[config.mk]
export PLATFORM = sky130hd
export DESIGN_NAME = dot_prod_unit
export DESIGN_NICKNAME = d
export VERILOG_FILES = /design/src/rtl/dot_prod_unit_pkg.sv /design/src/rtl/dot_prod_unit_adder_tree.sv /design/src/rtl/dot_prod_unit.sv
export SDC_FILE = /design/constraint.sdc
export NUM_CORES = 1
export LEC_CHECK = 0
export ABC_CLOCK_PERIOD_IN_PS = 6090
export BUFFER_PORTS_ARGS = -buffer_cell sky130_fd_sc_hd__buf_2
export CORE_AREA = 2 2 223 225
export CTS_CLUSTER_SIZE = 28
export DETAILED_ROUTE_END_ITERATION = 7
export DIE_AREA = 0 0 225 227
export GPL_TIMING_DRIVEN = 1
export PLACE_DENSITY = 0.72
export SYNTH_ARGS = -nofsm -noshare
export SYNTH_HDL_FRONTEND = slang
export SYNTH_SLANG_ARGS = --single-unit
[constraint.sdc]
create_clock -name clk -period 6.09 [get_ports clk]
set_input_delay 0.3045 -clock clk [delete_from_list [all_inputs] [get_ports clk]]
set_output_delay 0.3045 -clock clk [all_outputs]
set_load 0.005 [all_outputs]
[src/rtl/dot_prod_unit_pkg.sv]
// Shared sizing defaults for the dot-product reduction path, plus the
// helper that locates a lane inside a flattened lane bus.
package dot_prod_unit_pkg;

  localparam int DEF_LANES      = 8;
  localparam int DEF_DATA_WIDTH = 32;
  localparam int DEF_ADDR_WIDTH = 10;

  // Bit offset of lane `lane` in a bus of `width`-bit lanes (lane 0 at the LSBs).
  function automatic int lane_lsb(input int lane, input int width);
    return lane * width;
  endfunction

endpackage

[src/rtl/dot_prod_unit_adder_tree.sv]
// Balanced combinational reduction of LANES two's-complement lanes into a
// single wrapping sum; one adder level per halving of the lane count.
module adder_tree
  import dot_prod_unit_pkg::*;
#(
  parameter int LANES      = DEF_LANES,
  parameter int DATA_WIDTH = DEF_DATA_WIDTH
) (
  input  logic [LANES*DATA_WIDTH-1:0] lanes,
  output logic [DATA_WIDTH-1:0]       sum
);

  localparam int LEVELS = $clog2(LANES);

  // Level l holds LANES >> l partial sums; level LEVELS is the final total.
  for (genvar l = 0; l <= LEVELS; l++) begin : g_lvl
    localparam int WIDTH = LANES >> l;
    logic [DATA_WIDTH-1:0] node [WIDTH];

    if (l == 0) begin : g_leaf
      for (genvar i = 0; i < WIDTH; i++) begin : g_in
        assign node[i] = lanes[lane_lsb(i, DATA_WIDTH) +: DATA_WIDTH];
      end
    end else begin : g_add
      for (genvar i = 0; i < WIDTH; i++) begin : g_sum
        assign node[i] = g_lvl[l-1].node[2*i] + g_lvl[l-1].node[2*i+1];
      end
    end
  end

  assign sum = g_lvl[LEVELS].node[0];

endmodule

[src/rtl/dot_prod_unit.sv]
// Two-stage dot-product unit: stage 1 registers the lane reduction, stage 2
// accumulates it or pushes the finished dot product into the result vector.
module dot_prod_unit
  import dot_prod_unit_pkg::*;
#(
  parameter int LANES      = DEF_LANES,
  parameter int DATA_WIDTH = DEF_DATA_WIDTH,
  parameter int ADDR_WIDTH = DEF_ADDR_WIDTH
) (
  input  logic                        clk,
  input  logic                        rstn,
  input  logic                        in_valid,
  input  logic                        dot_prod_en,
  input  logic                        shift,
  input  logic [ADDR_WIDTH-1:0]       r_addr_in,
  input  logic [LANES*DATA_WIDTH-1:0] prod,
  input  logic                        clear,
  output logic [LANES*DATA_WIDTH-1:0] out_vec,
  output logic                        out_valid,
  output logic [ADDR_WIDTH-1:0]       out_addr,
  output logic [DATA_WIDTH-1:0]       acc_out,
  output logic [$clog2(LANES):0]      lane_cnt
);

  localparam int CNT_W = $clog2(LANES) + 1;
  localparam logic [CNT_W-1:0] CNT_MAX = CNT_W'(LANES);

  logic                  accept;
  logic [DATA_WIDTH-1:0] tree_sum;
  logic [DATA_WIDTH-1:0] sum_q;
  logic                  s1_valid;
  logic                  s1_shift;
  logic [ADDR_WIDTH-1:0] s1_addr;
  logic [DATA_WIDTH-1:0] acc;
  logic [DATA_WIDTH-1:0] acc_sum;

  assign accept = in_valid && dot_prod_en;

  adder_tree #(
    .LANES      (LANES),
    .DATA_WIDTH (DATA_WIDTH)
  ) u_tree (
    .lanes (prod),
    .sum   (tree_sum)
  );

  // Stage 2 only ever reads the registered sum, so back-to-back ops need no bypass.
  assign acc_sum = acc + sum_q;
  assign acc_out = acc;

  // NOTE: every state element uses non-blocking assignment so all registers
  // sample pre-edge values and the two stages advance in lockstep.
  always_ff @(posedge clk) begin
    if (!rstn) begin
      sum_q     <= '0;
      s1_valid  <= 1'b0;
      s1_shift  <= 1'b0;
      s1_addr   <= '0;
      acc       <= '0;
      out_vec   <= '0;
      out_valid <= 1'b0;
      out_addr  <= '0;
      lane_cnt  <= '0;
    end else if (clear) begin
      s1_valid  <= 1'b0;
      acc       <= '0;
      out_vec   <= '0;
      out_valid <= 1'b0;
      lane_cnt  <= '0;
    end else begin
      s1_valid  <= accept;
      out_valid <= 1'b0;
      if (accept) begin
        sum_q    <= tree_sum;
        s1_shift <= shift;
        s1_addr  <= r_addr_in;
      end
      if (s1_valid) begin
        if (s1_shift) begin
          // Newest result enters lane 0; the oldest lane falls off the top.
          out_vec   <= {out_vec[(LANES-1)*DATA_WIDTH-1:0], acc_sum};
          acc       <= '0;
          out_addr  <= s1_addr;
          out_valid <= 1'b1;
          if (lane_cnt != CNT_MAX) lane_cnt <= lane_cnt + 1'b1;
        end else begin
          acc <= acc_sum;
        end
      end
    end
  end

endmodule

## Word level (Yosys, flattened, before mapping)

Cells that the tools add are included.

| storage, ports and cells | value |
|---|---|
| output and inout bits | 303 |
| bits in registers | 347 |
| bits of input ports | 272 |

| operators by class | value |
|---|---|
| add/subtract/negate cells | 9 |
| reductions and logical operators | 7 |
| muxes and demuxes | 2 |
| equality and inequality tests | 1 |
| bitwise gates (word level) | 3 |

Operator list:

| kind | number |
|---|---|
| $add A32 B32 Y32 | 8 |
| $mux W32 | 1 |
| $reduce_and A3 Y1 | 2 |
| $add A4 B1 Y4 const B | 1 |
| $ne A4 B4 Y1 const B | 1 |
| $reduce_and A2 Y1 | 2 |
| $not A1 Y1 | 3 |
| $reduce_or A3 Y1 | 1 |
| $reduce_or A2 Y1 | 1 |
| $logic_and A1 B1 Y1 | 1 |
| $mux W1 | 1 |

## Longest topological paths before layout

Gate-level depths: netlist (run 1).

| logic depth | value |
|---|---|
| depth after elaboration | 3 |
| depth in mapped cells | 19 |

## Modules after synthesis

From an unflattened synthesis (run 1), not the netlist that was laid out.

| unflattened totals | value |
|---|---|
| cell total of the unflattened synthesis | 2,473 |
| area total of the unflattened synthesis | 20,235.7 sq um |

By module, submodules not included:

| module | cells each | seq. area each (sq um) | times used | area an instance (sq um) |
|---|---|---|---|---|
| dot_prod_unit | 1,683 | 6,946.7 | 1 | 13,549.2 |
| adder_tree | 790 | 0.0 | 1 | 6,686.4 |

## Worst setup path before layout (run 1)

No wires, ideal clock.

| timing path | value |
|---|---|
| path kind | input-to-reg |
| start point | input prod[115] |
| end point | register sum_q[30] |
| setup slack | 1.411 ns |
| data arrival time | 4.606 ns |
| path buffers | 0 |
| cell stages on the path | 15 |
| path through | inv_1 -> fa_1 -> inv_1 -> fa_1 -> fa_1 -> fa_1 -> ha_1 -> and3_1 -> a221o_1 -> a31o_1 -> or4_4 -> o21ai_2 -> o211ai_2 -> or4b_4 -> o211ai_2 |

| between the ends | value |
|---|---|
| cells in the longest elaborated chain, start to end | 3 |

Ends and longest elaborated chain:

| element | line | text |
|---|---|---|
| start, declared | dot_prod_unit.sv:16 | `input logic [LANES*DATA_WIDTH-1:0] prod,` |
| $add A32 B32 Y32 (3 in a row) | dot_prod_unit_adder_tree.sv:26 | `assign node[i] = g_lvl[l-1].node[2*i] + g_lvl[l-1].node[2*i+1];` |
| end signal, assigned | dot_prod_unit.sv:74 | `sum_q <= tree_sum;` |
| end, declared | dot_prod_unit.sv:30 | `logic [DATA_WIDTH-1:0] sum_q;` |

Every way passes these cells.
A chain may end at the register's enable or synchronous reset.

## Worst setup path in the final report (run 1)

| timing path | value |
|---|---|
| start point | input prod[101] |
| end point | register sum_q[31] |

Same word-level chain as after synthesis.

==> results of run 1 <==
[layout by cell type (no fill, tap or decap), drive strengths merged, types with 44 or more instances in the layout]
cell,instances
ha,65
fa,184
a21oi,338
inv,398
dfxtp,347
xnor2,44
clkbuf,55
buf,579
nor2,71
nand2,597
[where the power goes]
group	switching [mW]	internal (mW)
registers	0.0624	2.35
logic	2.51	1.90
clock network	0.913	1.33
[routing by layer]
layer	GRT usage (%)	routed length (µm)
met1	27.2	24500
met2	41.2	29800
met3	3.94	3420
met4	7.35	1760
met5	0	0
[sequential cells by signal (all words and copies together), names as in the netlist]
name / cells
out_valid: 1
sum_q: 32
s1_valid: 1
out_addr: 10
out_vec: 256
lane_cnt: 4
s1_addr: 10
acc_out: 32
s1_shift: 1
[worst min-delay path, stage by stage]
cell and delay, ns:
buf_2 0.10, nand2_1 0.05, a21oi_1 0.05
[repair_timing]
action,in CTS,in global routing
hold buffers,5,0
endpoints found under the hold margin,5,0
setup buffers,0,0
endpoints found under the setup margin,0,0
[layout make-up]
type	count	area (µm²)	share of cell area (%)
clock buffer	55	1050	4.27
timing repair buffer	584	2990	12.1
tap	622	778	3.15
antenna	3	7.51	0.0304
clock inverter	10	139	0.563
inverter	396	1490	6.02
sequential	347	6950	28.1
multi-input combinational	1604	11300	45.7
[through the flow]
step                      utilization (%)  setup WS, ns  instances  total power, mW  cell area (µm²)
after floorplan                         -          1.41       2463             5.85            20100
after global placement               48.3         0.808       3548             6.80            23400
after detailed placement             48.3         0.697       3548             6.86            23400
after CTS                            50.8          1.24       3618             9.12            24700
after global routing                 50.8          1.01       3621             9.82            24700
final                                50.8          1.21       3621             9.07            24700
[worst min-delay path by stage]
stage,slack (ns),depth (start not counted),endpoint,from
2_1_floorplan,0.43,2,out_addr[0],s1_addr[0]
3_3_place_gp,0.44,2,out_addr[4],s1_addr[4]
3_5_place_dp,0.44,2,out_addr[8],out_addr[8]
4_1_cts,0.003,3,s1_addr[9],r_addr_in[9]
5_1_grt,0.04,3,s1_addr[0],r_addr_in[0]
6_report,0.03,3,s1_addr[9],r_addr_in[9]
[logic make-up (layout without fill, tap and decap cells)]
group	count (synthesis)	after routing	share of synthesized area (%)
multiplexers	3	3	0.149
buffers and inverters	512	1045	9.55
other	0	3	0
AND/OR/NAND/NOR	782	782	16.0
adder cells (fa/ha/maj)	249	249	22.3
flip-flops	347	347	34.5
XOR/XNOR	61	61	2.65
AO/OA/AOI/OAI	509	509	14.8
==> results.txt, run 1 <==
----------------------------------------------------
[Status]
  Status ... finished, final reports clean

[Critical path]
  Count of buffer and inverter cells on the critical path ... 5
  Delay-heaviest family, CP ... adder cells
  FF-to-FF Start ... acc_out[0]
  Critical Path Sink Type ... register
  Endpoint required time on the critical path ... 6.45 ns
  Category of the critical setup timing path ... input port to register
  Depth of the worst register-to-register path ... 10
  Biggest cell delay along the critical path ... 0.59 ns
  End point of the critical path ... sum_q[31]
  Critical path, cell by cell ... buf_2 -> inv_1 -> fa_1 -> inv_1 -> fa_1 -> fa_1 -> inv_1 -> fa_1 -> inv_1 -> ha_1 -> and2_1 -> a221o_1 -> o21ai_0 -> nand4b_1 -> a2111oi_2 -> o31ai_1 -> xnor2_1 -> a21oi_1
  Largest driver fanout on the critical path ... 4
  Max stage delay cell, worst path ... a2111oi_2
  Critical path launch point type ... input port
  Critical path arrival ... 5.24 ns
  Worst Setup SP ... prod[101]
  R2r setup slk ... 2.95 ns
  Critical Path Stages ... 18
  Capture instance of the worst register-to-register path ... acc_out[28]

[Drt]
  Vias ... 17,700
  WL final ... 59,500 µm
  Number of nets with antenna violations after detailed routing ... 0
  Number of detailed-routing iterations run before antenna repair ... 5
  Starting DRT DRC Count ... 1,064
  Vias per cell ... 4.88
  Number of DRC violations after detailed routing ... 0
  WL/cell ... 16.4 µm

[Die]
  Row count ... 81
  Initial standard-cell utilization of the core ... 41.5%
  Die Y ... 227 µm
  Width of the die ... 225 µm
  Full die area ... 0.0511 mm²
  I/O pin cnt ... 575
  Core ar. ... 0.0485 mm²

[Timing]
  Time the worst path needs with I/O delays and setup ... 4.88 ns
  Number of setup violations in the final report ... 0
  Final clock period utilization by the worst path ... 80.1%
  Number of failing hold endpoints at the final stage ... 0
  Unrepaired setup endpoints after global routing ... false
  Final Hold Slack ... 0.0286 ns
  Number of max-slew violations in the final report ... 0
  Relative max-transition margin ... 21.7%
  Worst clock skew on the final layout ... 0.0130 ns
  Pin slew with the least headroom to its limit ... 1.18 ns
  Final sum of negative setup slack ... 0 ns
  Achievable Freq ... 0.205 GHz

[Yosys]
  Commonest cells in the netlist ... nand2_1 (597), inv_1 (394), dfxtp_1 (347)
  Cell variety after synth ... 66
  Count of flip-flops with a built-in enable after synthesis ... 0
  Sequential fraction of the synthesis area ... 34.5%
  Synth async-reset ratio ... 0%
  Leading cell type by number of instances after synthesis ... nand2_1
  Mean cell area of the mapped netlist ... 8.17 µm²
  Area share of the largest cell type after synthesis ... 34.5%
  Cell area after technology mapping ... 0.0201 mm²
  Synth top area cells ... dfxtp_1 (35%), fa_1 (18%), nand2_1 (11%)
  Library cell occupying the most area in the post-synthesis netlist ... dfxtp_1
  Synthesized flop and latch total ... 347
  Mapped Nets ... 2,984
  Number of instances in the synthesized netlist ... 2,463
  Post-synth top flop ... dfxtp_1
  Warning count from the yosys run ... 0

[Clock network]
  Total clock buffers created by CTS ... 36
  Worst-skew pair later-pin latency ... 0.52 ns
  Htree depth ... 2
  Num Clock Sinks ... 347
  Root buffer selected by CTS ... clkbuf_16
  CTS-repair resized insts ... 0
  Buffers from clock root to sink, at most ... 3
  Clock tree from TritonCTS ... built
  Clock edge transition at the registers on the reported setup and hold paths ... 0.06 ns

[Placement]
  Post-detailed-placement half-perimeter wirelength ... 46,900 µm
  Number of I/O port buffers ... 574
  GPL Wtd Cong ... 0.905

[Layout]
  Filler instances ... 4,747
  Fraction of layout instances using a drive strength above 1 ... 21.7%
  Final net count ... 3,490
  Layout overhead on the synthesized area ... 22.6%

[Pwr]
  Cell leakage power ... 11.8 nW
  Worst supply voltage drop on vdd ... 0.000230 V
  Total power per unit cell area ... 367 mW/mm²

[Job]
  Number of max-capacitance violations reported ... 0

[GRT]
  Vias in the first global route ... 16,800
  All-layer global routing usage ... 22.7%
  Remaining global-route overflow ... 0
  Number of antenna violations at the first check in global routing ... 5
  Maximum number of pins on one net before global-route repair ... 214
  First-pass GRT wire length ... 91,300 µm

[Min path]
  Type of the worst min-delay path ... input port to register

----------------------------------------------------
No activity file was read; power rests on OpenSTA's default activity.
==> inputs of run 2 (changes only) <==
- ABC_CLOCK_PERIOD_IN_PS: 6090 -> 4900
- clock period: 6.09 -> 4.9 ns (I/O delays scaled with it)
==> run 2 against run 1 <==
Final cell count increased by 0.77%; total power is 28% higher; sequential power increased by 24%; worst hold slack gained 0.17 ns; critical path depth increased by 4; die area stayed put; highest routed layer unchanged.
==> results.txt, run 2 (synthesis gave the netlist of run 1 again) <==
----------------------------------------------------
[Status]
  Status ... finished, final reports clean

[Die]
  I/O pin cnt ... 575
  Full die area ... 0.0511 mm²
  Initial standard-cell utilization of the core ... 41.5%
  Row count ... 81
  Width of the die ... 225 µm
  Core ar. ... 0.0485 mm²
  Die Y ... 227 µm

[Layout]
  Layout overhead on the synthesized area ... 23.7%
  Final net count ... 3,524
  Count of inserted antenna diode cells ... 0
  Layout Cell Area excl Fill ... 0.0249 mm²
  Largest register FFs ... 256
  Most common library cell in the layout ignoring fill and taps ... nand2_1
  Commonest cells after routing, fill and taps aside ... nand2_1 (596), buf_2 (574), inv_1 (394)
  Top register by number of flip-flops ... out_vec
  Layout Cells excl Fill ... 3,649
  End-of-flow core utilization ... 51.3%
  Fraction of layout instances using a drive strength above 1 ... 22.3%

[Clock network]
  Worst-skew pair later-pin latency ... 0.52 ns
  Clock edge transition at the registers on the reported setup and hold paths ... 0.06 ns
  CTS-repair resized insts ... 0
  Clock tree from TritonCTS ... built
  Num Clock Sinks ... 347
  Htree depth ... 2
  Root buffer selected by CTS ... clkbuf_16
  Total clock buffers created by CTS ... 36
  Buffers from clock root to sink, at most ... 3

[Critical path]
  Capture instance of the worst register-to-register path ... acc_out[28]
  R2r setup slk ... 1.72 ns
  Critical path arrival ... 4.89 ns
  Depth of the worst register-to-register path ... 10
  Critical Path Sink Type ... register
  Category of the critical setup timing path ... input port to register
  Largest driver fanout on the critical path ... 3
  Max stage delay cell, worst path ... fa_1
  Delay-heaviest family, CP ... adder cells
  Critical path, cell by cell ... buf_2 -> inv_1 -> fa_1 -> inv_1 -> fa_1 -> fa_1 -> inv_1 -> fa_1 -> inv_1 -> ha_1 -> inv_1 -> fa_1 -> nor2b_1 -> o31ai_1 -> a211oi_1 -> buf_4 -> o211a_1 -> buf_4 -> o21ai_2 -> o211ai_2 -> or4b_4 -> o211ai_2
  Biggest cell delay along the critical path ... 0.53 ns
  Endpoint required time on the critical path ... 5.35 ns
  FF-to-FF Start ... acc_out[0]
  Count of buffer and inverter cells on the critical path ... 8
  Critical path launch point type ... input port
  Worst Setup SP ... prod[98]

[Job]
  Number of max-capacitance violations reported ... 0

[GRT]
  First-pass GRT wire length ... 92,700 µm
  All-layer global routing usage ... 23.0%
  Maximum number of pins on one net before global-route repair ... 172
  Vias in the first global route ... 17,300
  Number of antenna violations at the first check in global routing ... 2
  Remaining global-route overflow ... 0

[Min path]
  Endpoint of the worst hold path ... sum_q[31]
  Type of the worst min-delay path ... input port to register
  Startpoint of the tightest hold check path ... rstn
  Hold Crit Depth ... 3

[Timing]
  Unrepaired setup endpoints after global routing ... false
  Pin slew with the least headroom to its limit ... 1.12 ns
  Relative max-transition margin ... 24.9%
  Number of failing hold endpoints at the final stage ... 0
  Worst-case setup margin in the final layout ... 0.461 ns
  Achievable Freq ... 0.225 GHz
  Number of max-slew violations in the final report ... 0
  Time the worst path needs with I/O delays and setup ... 4.44 ns
  Worst clock skew on the final layout ... 0.0110 ns
  Final clock period utilization by the worst path ... 90.6%
  Number of setup violations in the final report ... 0

[Pwr]
  Cell internal pwr ... 7.19 mW
  Sequential Power Share ... 25.9%
  Cell leakage power ... 12.0 nW
  Worst supply voltage drop on vdd ... 0.000386 V
  Design Power ... 11.6 mW
  Net Sw Power ... 4.39 mW
  Sw Ratio ... 37.9%
  Share of total power in the clock network ... 23.2%
  Total power per unit cell area ... 465 mW/mm²
  Combinational share of power ... 50.9%

[Placement]
  Cells after DPL ... 3,576
  Post-detailed-placement half-perimeter wirelength ... 47,600 µm
  Number of I/O port buffers ... 574
  Placed standard-cell area ... 0.0236 mm²
  Setup slack after placement ... -0.0700 ns
  GPL Wtd Cong ... 0.903

[Drt]
  Number of nets with antenna violations after detailed routing ... 0
  Starting DRT DRC Count ... 1,095
  Vias per cell ... 4.87
  WL/cell ... 16.5 µm
  Vias ... 17,800
  Number of detailed-routing iterations run before antenna repair ... 5
  WL final ... 60,200 µm
  Number of DRC violations after detailed routing ... 0

----------------------------------------------------
==> run 2: changes by cell type in the layout (fill, tap and decap cells not counted), sizes merged <==
cell and delta:
dlygate4sd3 +6, clkinv +1, buf +28, diode -3
inv -1, bufinv -1, clkbuf -2
==> run 2: repair_timing <==
item / 4_1_cts / 5_1_grt
hold buffers: 11 / 0
setup buffers: 0 / 0
hold endpoints to repair: 11 / 0
==> run 2: worst max-delay path by stage <==
stage                end  depth (start not counted)
6_report       sum_q[30]                         22
3_5_place_dp   sum_q[30]                         22
2_1_floorplan  sum_q[30]                         15
3_3_place_gp   sum_q[30]                         22
4_1_cts        sum_q[30]                         22
5_1_grt        sum_q[30]                         22
==> run 2: worst register-to-register path, delay by kind of cell, from the launching register on <==
kind	cells	cell delay, ns
AOI/OAI and AO/OA	7	1.96
adders and majority gates	2	0.68
DFF	1	0.32
xor gates and xnor gates	1	0.11
==> run 2: stage by stage <==
step                TNS (ns)  hold WS [ns]
global placement     -0.0312         0.438
finish                     0         0.200
floorplan                  0         0.381
CTS                        0         0.182
global route               0         0.190
detailed placement    -0.101         0.443
==> run 2: per-layer routing <==
metal  GRT usage, %  vias up  part of all wire (%)
met5              0        -                     0
met4           7.01        0                   2.9
met3           4.76       84                   6.7
met2           42.0      534                    50
met1           27.2     8297                    40
li1               -     8860                     -
==> run 2: power groups by stage <==
stage	clock network, mW	logic, mW	registers (mW)
6_report	2.69	5.89	3.00
5_1_grt	2.87	6.69	3.01
4_1_cts	2.77	5.91	3.00
3_5_place_dp	0	5.87	3.06
3_3_place_gp	0	5.80	3.05
2_1_floorplan	0	4.25	3.02
==> run 2: area by class of cell <==
class                           instances  area (µm²)
Tap cell                              622         778
Clock inverter                          9         109
Inverter                              396        1490
Timing Repair Buffer                  618        3260
Fill cell                            4701       23600
Clock buffer                           53        1040
Multi-Input combinational cell       1604       11300
Sequential cell                       347        6950
==> inputs of run 3 (changes only) <==
==> constraint.sdc (replaced) <==
create_clock -name clk -period 4.9 [get_ports clk]
set_input_delay 0.98 -clock clk [delete_from_list [all_inputs] [get_ports clk]]
set_output_delay 0.98 -clock clk [all_outputs]
set_load 0.005 [all_outputs]
==> run 3 against run 2 <==
Combinational power is 20% higher; the flow now finishes with violations (negative setup slack); via count is 0.84% higher; routed wire length is 1.4% lower; core utilization is 1.1 points higher; fmax is 11% lower; final cell count is 0.96% higher; global-route usage is 0.49 points lower; register-to-register slack better by 0.05 ns; total power is 11% higher; die area stayed put.
==> results.txt, run 3 (synthesis gave the netlist of run 1 again) <==
----------------------------------------------------
[Layout]
  Layout Cells excl Fill ... 3,684
  Most common library cell in the layout ignoring fill and taps ... nand2_1
  Largest register FFs ... 256
  Final net count ... 3,556
  Layout overhead on the synthesized area ... 26.4%
  Commonest cells after routing, fill and taps aside ... nand2_1 (596), buf_2 (571), inv_1 (381)
  Fraction of layout instances using a drive strength above 1 ... 25.0%
  Top register by number of flip-flops ... out_vec

[GRT]
  All-layer global routing usage ... 22.5%
  Vias in the first global route ... 17,200
  Remaining global-route overflow ... 0
  First-pass GRT wire length ... 91,100 µm
  Number of antenna violations at the first check in global routing ... 5
  Maximum number of pins on one net before global-route repair ... 151

[Clock network]
  Clock tree from TritonCTS ... built
  Root buffer selected by CTS ... clkbuf_16
  Htree depth ... 2
  Buffers from clock root to sink, at most ... 3
  Number of buffers inserted for hold repair after clock tree synthesis ... 0
  Num Clock Sinks ... 347
  Clock edge transition at the registers on the reported setup and hold paths ... 0.06 ns
  Worst-skew pair later-pin latency ... 0.51 ns
  Total clock buffers created by CTS ... 37

[Placement]
  Number of I/O port buffers ... 574
  Post-detailed-placement half-perimeter wirelength ... 46,600 µm
  GPL Wtd Cong ... 0.879
  Cells after DPL ... 3,612

[Timing]
  Number of setup violations in the final report ... 1
  Pin slew with the least headroom to its limit ... 1.11 ns
  Unrepaired setup endpoints after global routing ... true
  Relative max-transition margin ... 25.7%
  Number of failing hold endpoints at the final stage ... 0
  Time the worst path needs with I/O delays and setup ... 4.97 ns
  Worst-case setup margin in the final layout ... -0.0730 ns
  Final clock period utilization by the worst path ... 101%
  Worst clock skew on the final layout ... 0.00769 ns
  Number of max-slew violations in the final report ... 0
  Achievable Freq ... 0.201 GHz

[Drt]
  Number of nets with antenna violations after detailed routing ... 0
  Vias ... 17,900
  Number of DRC violations after detailed routing ... 0
  Number of detailed-routing iterations run before antenna repair ... 5
  WL final ... 59,300 µm
  WL/cell ... 16.1 µm
  Vias per cell ... 4.87
  Starting DRT DRC Count ... 1,207

[Die]
  Full die area ... 0.0511 mm²
  Core ar. ... 0.0485 mm²
  Width of the die ... 225 µm
  Row count ... 81
  I/O pin cnt ... 575
  Die Y ... 227 µm
  Initial standard-cell utilization of the core ... 41.5%

[Min path]
  Type of the worst min-delay path ... register to register

[Critical path]
  Endpoint required time on the critical path ... 5.34 ns
  Critical Path Sink Type ... register
  Largest driver fanout on the critical path ... 2
  Critical path launch point type ... input port
  Critical path arrival ... 5.41 ns
  Category of the critical setup timing path ... input port to register

[Status]
  Status ... finished with violations
  Violated checks ... negative setup slack

[Pwr]
  Total power per unit cell area ... 506 mW/mm²
  Cell leakage power ... 12.2 nW
  Worst supply voltage drop on vdd ... 0.000362 V
  Design Power ... 12.9 mW

[Job]
  Number of max-capacitance violations reported ... 0

----------------------------------------------------
-- run 3: layout make-up --
cell class                      count  area, µm²
Multi-Input combinational cell   1604      11500
Inverter                          396       1500
Clock inverter                     15        185
Clock buffer                       50       1040
Antenna cell                        1       2.50
Fill cell                        4722      23100
Tap cell                          622        778
Timing Repair Buffer              649       3480
Sequential cell                   347       6950
-- run 3: critical path: stages --
cell      delay, ns
buf_4          0.11
inv_8          0.03
fa_1           0.54
inv_2          0.04
fa_1           0.55
fa_2           0.45
fa_1           0.58
ha_4           0.22
and3_4         0.15
a221o_1        0.28
a31o_1         0.20
or4_4          0.42
o21ai_2        0.15
o211ai_2       0.10
or4b_4         0.52
o211ai_2       0.08
-- run 3: timing repair --
action | in CTS | in global routing
pin swaps | 4 | 18
setup endpoints to repair | 2 | 13
buffers inserted | 0 | 6
resized for setup | 3 | 29
-- run 3: worst paths after layout --
check                             startpoint           end  slack, ns  cells past startpoint
worst max-delay path                prod[83]     sum_q[30]      -0.07                     16
worst min register to register  out_vec[241]  out_vec[241]       0.45                      2
worst min-delay path            out_vec[241]  out_vec[241]       0.45                      2
worst max register to register    acc_out[0]   acc_out[28]       1.77                     10
-- run 3: layer usage --
metal	GRT usage, %	vias to the layer above	routed length, µm
li1	-	8905	-
met4	7.37	8	1960
met1	27.4	8357	24300
met3	4.05	106	3660
met5	0	-	56
met2	40.4	549	29300
-- run 3: report_power, final --
| group | internal (mW) | leakage [nW] | switching, mW |
|---|---|---|---|
| Sequential | 2.92 | 2.80 | 0.0745 |
| Clock | 1.71 | 0.598 | 1.13 |
| Combinational | 3.53 | 8.78 | 3.51 |
-- run 3: metrics by stage --
stage	hold slack [ns]	utilization, %	TNS, ns	setup WS, ns	area, µm²
global placement	0.439	49.6	-6.81	-0.596	24100
detailed placement	0.443	49.6	-7.56	-0.668	24100
CTS	0.451	52.1	-0.0736	-0.0736	25300
finish	0.449	52.4	-0.0730	-0.0730	25400
floorplan	0.432	-	-0.752	-0.386	20300
global route	0.465	52.4	-0.688	-0.177	25400
